File: config.mk
export PLATFORM = sky130hd
export DESIGN_NAME = pipe_addsub
export DESIGN_NICKNAME = d
export VERILOG_FILES = /design/src/rtl/pipe_addsub.sv
export SDC_FILE = /design/constraint.sdc
export NUM_CORES = 1
export LEC_CHECK = 0
export ABC_AREA = 1
export BUFFER_PORTS_ARGS = -buffer_cell sky130_fd_sc_hd__buf_4
export CAP_MARGIN = 10
export CORE_UTILIZATION = 40
export CTS_BUF_LIST = sky130_fd_sc_hd__clkbuf_8 sky130_fd_sc_hd__clkbuf_16
export DETAILED_ROUTE_END_ITERATION = 7
export MAX_ROUTING_LAYER = met4
export PLACE_DENSITY = 0.61
export SLEW_MARGIN = 15
export SYNTH_ARGS = -nofsm -noshare
export SYNTH_HDL_FRONTEND = slang
export SYNTH_SLANG_ARGS = --single-unit
export TNS_END_PERCENT = 1
File: constraint.sdc
create_clock -name clk -period 12.6 [get_ports clk]
set_input_delay 2.52 -clock clk [delete_from_list [all_inputs] [get_ports clk]]
set_output_delay 2.52 -clock clk [all_outputs]
set_load 0.01 [all_outputs]
File: src/rtl/pipe_addsub.sv
// Pipelined adder/subtractor: one SEG-bit segment per stage, carry registered between stages.
// Valid/ready handshake with a whole-pipeline stall driven by the output stage.
module pipe_addsub #(
  parameter int WIDTH = 32,
  parameter int SEG   = 8
) (
  input  logic             clk,
  input  logic             reset,
  input  logic             in_valid,
  output logic             in_ready,
  input  logic [WIDTH-1:0] a,
  input  logic [WIDTH-1:0] b,
  input  logic             ci,
  input  logic             sub,
  output logic             out_valid,
  input  logic             out_ready,
  output logic [WIDTH-1:0] s,
  output logic             co,
  output logic             ovf
);

  localparam int NSTG = WIDTH / SEG;

  logic             en;
  logic [WIDTH-1:0] b_eff;
  logic             c0;
  logic             ovf_q;

  // The whole pipeline moves only when the output slot is free or being retired.
  assign en       = out_ready | ~out_valid;
  assign in_ready = en;
  assign b_eff    = sub ? ~b : b;
  assign c0       = sub ? 1'b1 : ci;

  for (genvar k = 0; k < NSTG; k++) begin : g_stg
    logic                  v_q;
    logic                  c_q;
    logic [(k+1)*SEG-1:0]  sum_q;
    logic                  prev_v;
    logic                  cin;
    logic [SEG-1:0]        opa;
    logic [SEG-1:0]        opb;
    logic [SEG:0]          seg_sum;
    logic [(k+1)*SEG-1:0]  nxt_sum;

    if (k == 0) begin : g_src
      assign prev_v  = in_valid;
      assign cin     = c0;
      assign opa     = a[SEG-1:0];
      assign opb     = b_eff[SEG-1:0];
      assign nxt_sum = seg_sum[SEG-1:0];
    end else begin : g_src
      assign prev_v  = g_stg[k-1].v_q;
      assign cin     = g_stg[k-1].c_q;
      assign opa     = g_stg[k-1].g_ops.a_q[(k+1)*SEG-1:k*SEG];
      assign opb     = g_stg[k-1].g_ops.b_q[(k+1)*SEG-1:k*SEG];
      assign nxt_sum = {seg_sum[SEG-1:0], g_stg[k-1].sum_q};
    end

    assign seg_sum = {1'b0, opa} + {1'b0, opb} + {{SEG{1'b0}}, cin};

    // Data registers only load on a real transaction so outputs stay put while bubbles pass.
    always_ff @(posedge clk or posedge reset) begin
      if (reset) begin
        v_q   <= 1'b0;
        c_q   <= 1'b0;
        sum_q <= '0;
      end else if (en) begin
        v_q <= prev_v;
        if (prev_v) begin
          c_q   <= seg_sum[SEG];
          sum_q <= nxt_sum;
        end
      end
    end

    // Operand segments not yet summed ride along with the transaction.
    if (k < NSTG - 1) begin : g_ops
      logic [WIDTH-1:(k+1)*SEG] a_q;
      logic [WIDTH-1:(k+1)*SEG] b_q;
      logic [WIDTH-1:(k+1)*SEG] nxt_a;
      logic [WIDTH-1:(k+1)*SEG] nxt_b;

      if (k == 0) begin : g_in
        assign nxt_a = a[WIDTH-1:SEG];
        assign nxt_b = b_eff[WIDTH-1:SEG];
      end else begin : g_in
        assign nxt_a = g_stg[k-1].g_ops.a_q[WIDTH-1:(k+1)*SEG];
        assign nxt_b = g_stg[k-1].g_ops.b_q[WIDTH-1:(k+1)*SEG];
      end

      always_ff @(posedge clk or posedge reset) begin
        if (reset) begin
          a_q <= '0;
          b_q <= '0;
        end else if (en && prev_v) begin
          a_q <= nxt_a;
          b_q <= nxt_b;
        end
      end
    end

    if (k == NSTG - 1) begin : g_last
      // Top segment holds the sign bits of A and B', so signed overflow is decided here.
      always_ff @(posedge clk or posedge reset) begin
        if (reset) begin
          ovf_q <= 1'b0;
        end else if (en && prev_v) begin
          ovf_q <= (opa[SEG-1] == opb[SEG-1]) & (seg_sum[SEG-1] != opa[SEG-1]);
        end
      end
    end
  end

  assign out_valid = g_stg[NSTG-1].v_q;
  assign s         = g_stg[NSTG-1].sum_q;
  assign co        = g_stg[NSTG-1].c_q;
  assign ovf       = ovf_q;

endmodule

==> summary.md <==
| Metric | Value |
|---|---|
| Status | complete, no violations |
| Placer Congestion | 0.823 |
| Final Util | a little under half |
| Initial drt markers | 389 |
| Synth Register Bits | ~190 |
| CTS tree | done |
| Final hold vios | 0 |
| Clk_skew | 0.0137 ns |
| Number of setup buffers added after CTS | 0 |
| Number of flops mapped to enable cells by yosys | 0 |
| Peak supply drop | 108 µV |
| Cell taking the most area after synthesis | dfrtp_1 |
| Root buffer cell | clkbuf_16 |
| Leakage | about 5.4 nW |
| H-Tree Depth | 4 |
| Ys async rst share | 100% |
| CP Max Fanout | 6 |
| WS Path Type | in -> out |
| CP cell instances | buf_4 > nor2_4 > inv_2 > buf_4 |
| Synth top cells by count | 453 x nand2_1, 185 x dfrtp_1, 74 x inv_1 |
| Layout cell share with drive strength beyond 1 | 13.8% |
| Hold Path Class | reg -> reg |
| Synth Area in Compound Gates | 5.85% |
| Max-cap viol count | 0 |
| Syn nets | ~1100 |
| Adder-cell share of the synthesized area | 5.89% |
| CTS Sinks | 185 |
| Hold bufs inserted after CTS | 0 |
| Unique cell type count in the Yosys netlist | 27 |
| Die Area | approximately 22000 µm² |
| Critical Path RT | slightly above 10 ns |
| Final wirelength | 17.5 mm |
| Max incr delay on CP | roughly 0.25 ns |
| Ys flop type | dfrtp_1 |
| Largest buffer count on any clock path | 2 |
| Global-route wire length before repair | 29.9 mm |
| Final min period | about 5.7 ns |
| I/O Buffers | between 100 and 150 |
| ANT cells | 0 |
| Vias in the first global route | 6065 |
| RSZ-0062 raised after global routing | false |
| Setup tns final | 0 ns |
| Pwr per Cell Area | 229 nW/µm² |
| CTS Buf Count | 17 |
| Routed vias | 6292 |
| Largest family of logic cells by synthesized area | simple AND/OR/NAND/NOR gates |
| Mux share of post-synthesis cell area | 0% |
| Core area | about 21000 µm² |
| Largest net degree at the start of global routing | about 110 |
| Synthesized area | 8660 µm² |
| Critical path's most frequent cell | buf_4 |
| ANT nets after route | 0 |
| Detailed placer's ending HPWL | between 10 and 15 mm |
| Initial Utilization | 41.0% |
| Area growth syn-to-layout | 16.8% |
| Pre-antenna DRT Iters | 4 |
| Drt wl/cell | 12.7 µm |
| Post-cts sizing count | 0 |
| # rows | 53 |
| Total grt overflow | 0 |
| Worst Max-Slew Pin Slew | 1.00 ns |
| Tot GR Track Use | 17.6% |
| Clk Latency, worst-skew pair | 0.43 ns |
| Post-Syn Area per Cell | 8.63 µm² |
| Slowest stage cell on the critical path | nor2_4 |
| Die width | 149 µm |
| Finished Layout Cells | 1379 |
| I/O Pins | 106 |
| Yosys warns | 0 |
| Period utilization | 45.3% |
| DRC errors left | 0 |
| Clk slew on worst S/H paths | approximately 0.060 ns |
| Simple-gate portion of the synthesized area | 23.9% |
| Most frequent cell after synthesis | nand2_1 |
| Slew Viols, Final | 0 |
| Max-slew headroom | approximately 33% |
| Die Y | around 150 µm |
| Element type at the critical path end | primary output |
| Synth Area in XOR/XNOR | under 10% |
| Startpoint types | input pin |
| Yosys top cell area share | between 50% and 60% |
| DR vias/cell | 4.56 |
| Register area share after synthesis | 53.4% |
| Initial antenna violation count | 0 |
| Syn Inst Count | 1004 |
| Final setup viols | 0 |
| Filler instances | 2130 |
| Synth area leaders | dfrtp_1 53%, nand2_1 20%, o21ai_0 4.1%, ha_1 4.0%, xnor2_1 3.4% |
| Peak Freq | approximately 0.18 GHz |
| Crit path DAT | 3.19 ns |
| Placed cells | between 1000 and 1500 |
| Nets | 1197 |
## stage by stage
| stage | worst slack, ns | power (mW) | hold WS [ns] | area [µm²] |
|---|---|---|---|---|
| 2_1_floorplan | 5.05 | 1.58 | 0.442 | 8660 |
| 3_3_place_gp | 6.91 | 1.81 | 0.454 | 9570 |
| 3_5_place_dp | 6.89 | 1.83 | 0.458 | 9570 |
| 4_1_cts | 6.89 | 2.34 | 0.474 | 10100 |
| 5_1_grt | 6.84 | 2.52 | 0.493 | 10100 |
| 6_report | 6.89 | 2.31 | 0.469 | 10100 |
## power by group
| group | internal [mW] | switching [mW] |
|---|---|---|
| clock | 0.262 | 0.236 |
| sequential | 0.832 | 0.134 |
| combinational | 0.335 | 0.513 |
## placed cells by master, fill, tap and decap left out
| cell | count |
|---|---|
| nand2_1 | 453 |
| dfrtp_1 | 185 |
| buf_4 | 109 |
| inv_1 | 73 |
| o21ai_0 | 71 |
| nand3_1 | 35 |
| xnor2_1 | 34 |
| ha_1 | 28 |
| clkbuf_16 | 17 |
| a21oi_1 | 15 |
| nand4_1 | 13 |
| nor2_1 | 12 |
| xor2_1 | 9 |
| o21ai_1 | 8 |
| fa_1 | 8 |
| inv_6 | 5 |
| nor2_4 | 4 |
| inv_2 | 4 |
| nand3b_1 | 3 |
| o21bai_1 | 3 |
| clkinvlp_4 | 3 |
| clkinv_2 | 3 |
| inv_8 | 2 |
| clkinv_4 | 2 |
| o22ai_1 | 1 |
| nand2_4 | 1 |
| or2_2 | 1 |
| o21a_1 | 1 |
| clkbuf_8 | 1 |
## area by class of cell
class                      count  area, µm²  share of cell area, %
clock buffer                  18        439                   4.34
multi-input combinational    700       3480                   34.4
sequential                   185       4630                   45.7
timing repair buffer         109        818                   8.08
tap                          275        344                   3.40
clock inverter                14        113                   1.11
inverter                      78        298                   2.94
## state kept, by name, indices dropped and copies added (netlist names)
register and count:
g_stg.g_ops.b_q 48, g_stg.c_q 3, s 32, g_stg.sum_q 48
g_stg.g_ops.a_q 48, g_stg.v_q 3, out_valid 1, ovf 1
co 1
## routing by layer
layer	part of all wire [%]	track usage (%)	vias to the layer above
met5	0	-	-
met4	0.91	5.20	0
met3	3.3	3.15	9
met2	43	25.7	105
met1	53	25.0	2872
li1	-	-	3306
## final timing paths
check / start / end / slack (ns) / cells after the start
worst max-delay path: out_ready / in_ready / 6.89 / 4
worst min-delay path: g_stg[1].sum_q[6] / g_stg[1].sum_q[6] / 0.47 / 2
worst max register to register: out_valid / g_stg[0].sum_q[7] / 10.27 / 7
worst min register to register: g_stg[1].sum_q[6] / g_stg[1].sum_q[6] / 0.47 / 2
max in group asynchronous: reset / g_stg[2].sum_q[21] / 8.85 / 3
min in group asynchronous: reset / s[2] / 2.29 / 2
## critical path, delay by kind of cell
family | cells | cell delay, ns
buf+inv | 3 | 0.42
simple gates | 1 | 0.25
## cell families (layout without fill, tap and decap cells)
| kind of cell | after synthesis | after routing |
|---|---|---|
| AO/OA/AOI/OAI | 99 | 99 |
| buffers and inverters | 119 | 219 |
| flip-flops | 185 | 185 |
| AND/OR/NAND/NOR | 522 | 522 |
| adder cells (fa/ha/maj) | 36 | 36 |
| XOR/XNOR | 43 | 43 |
Note: power is estimated with default switching activity, not from simulation.
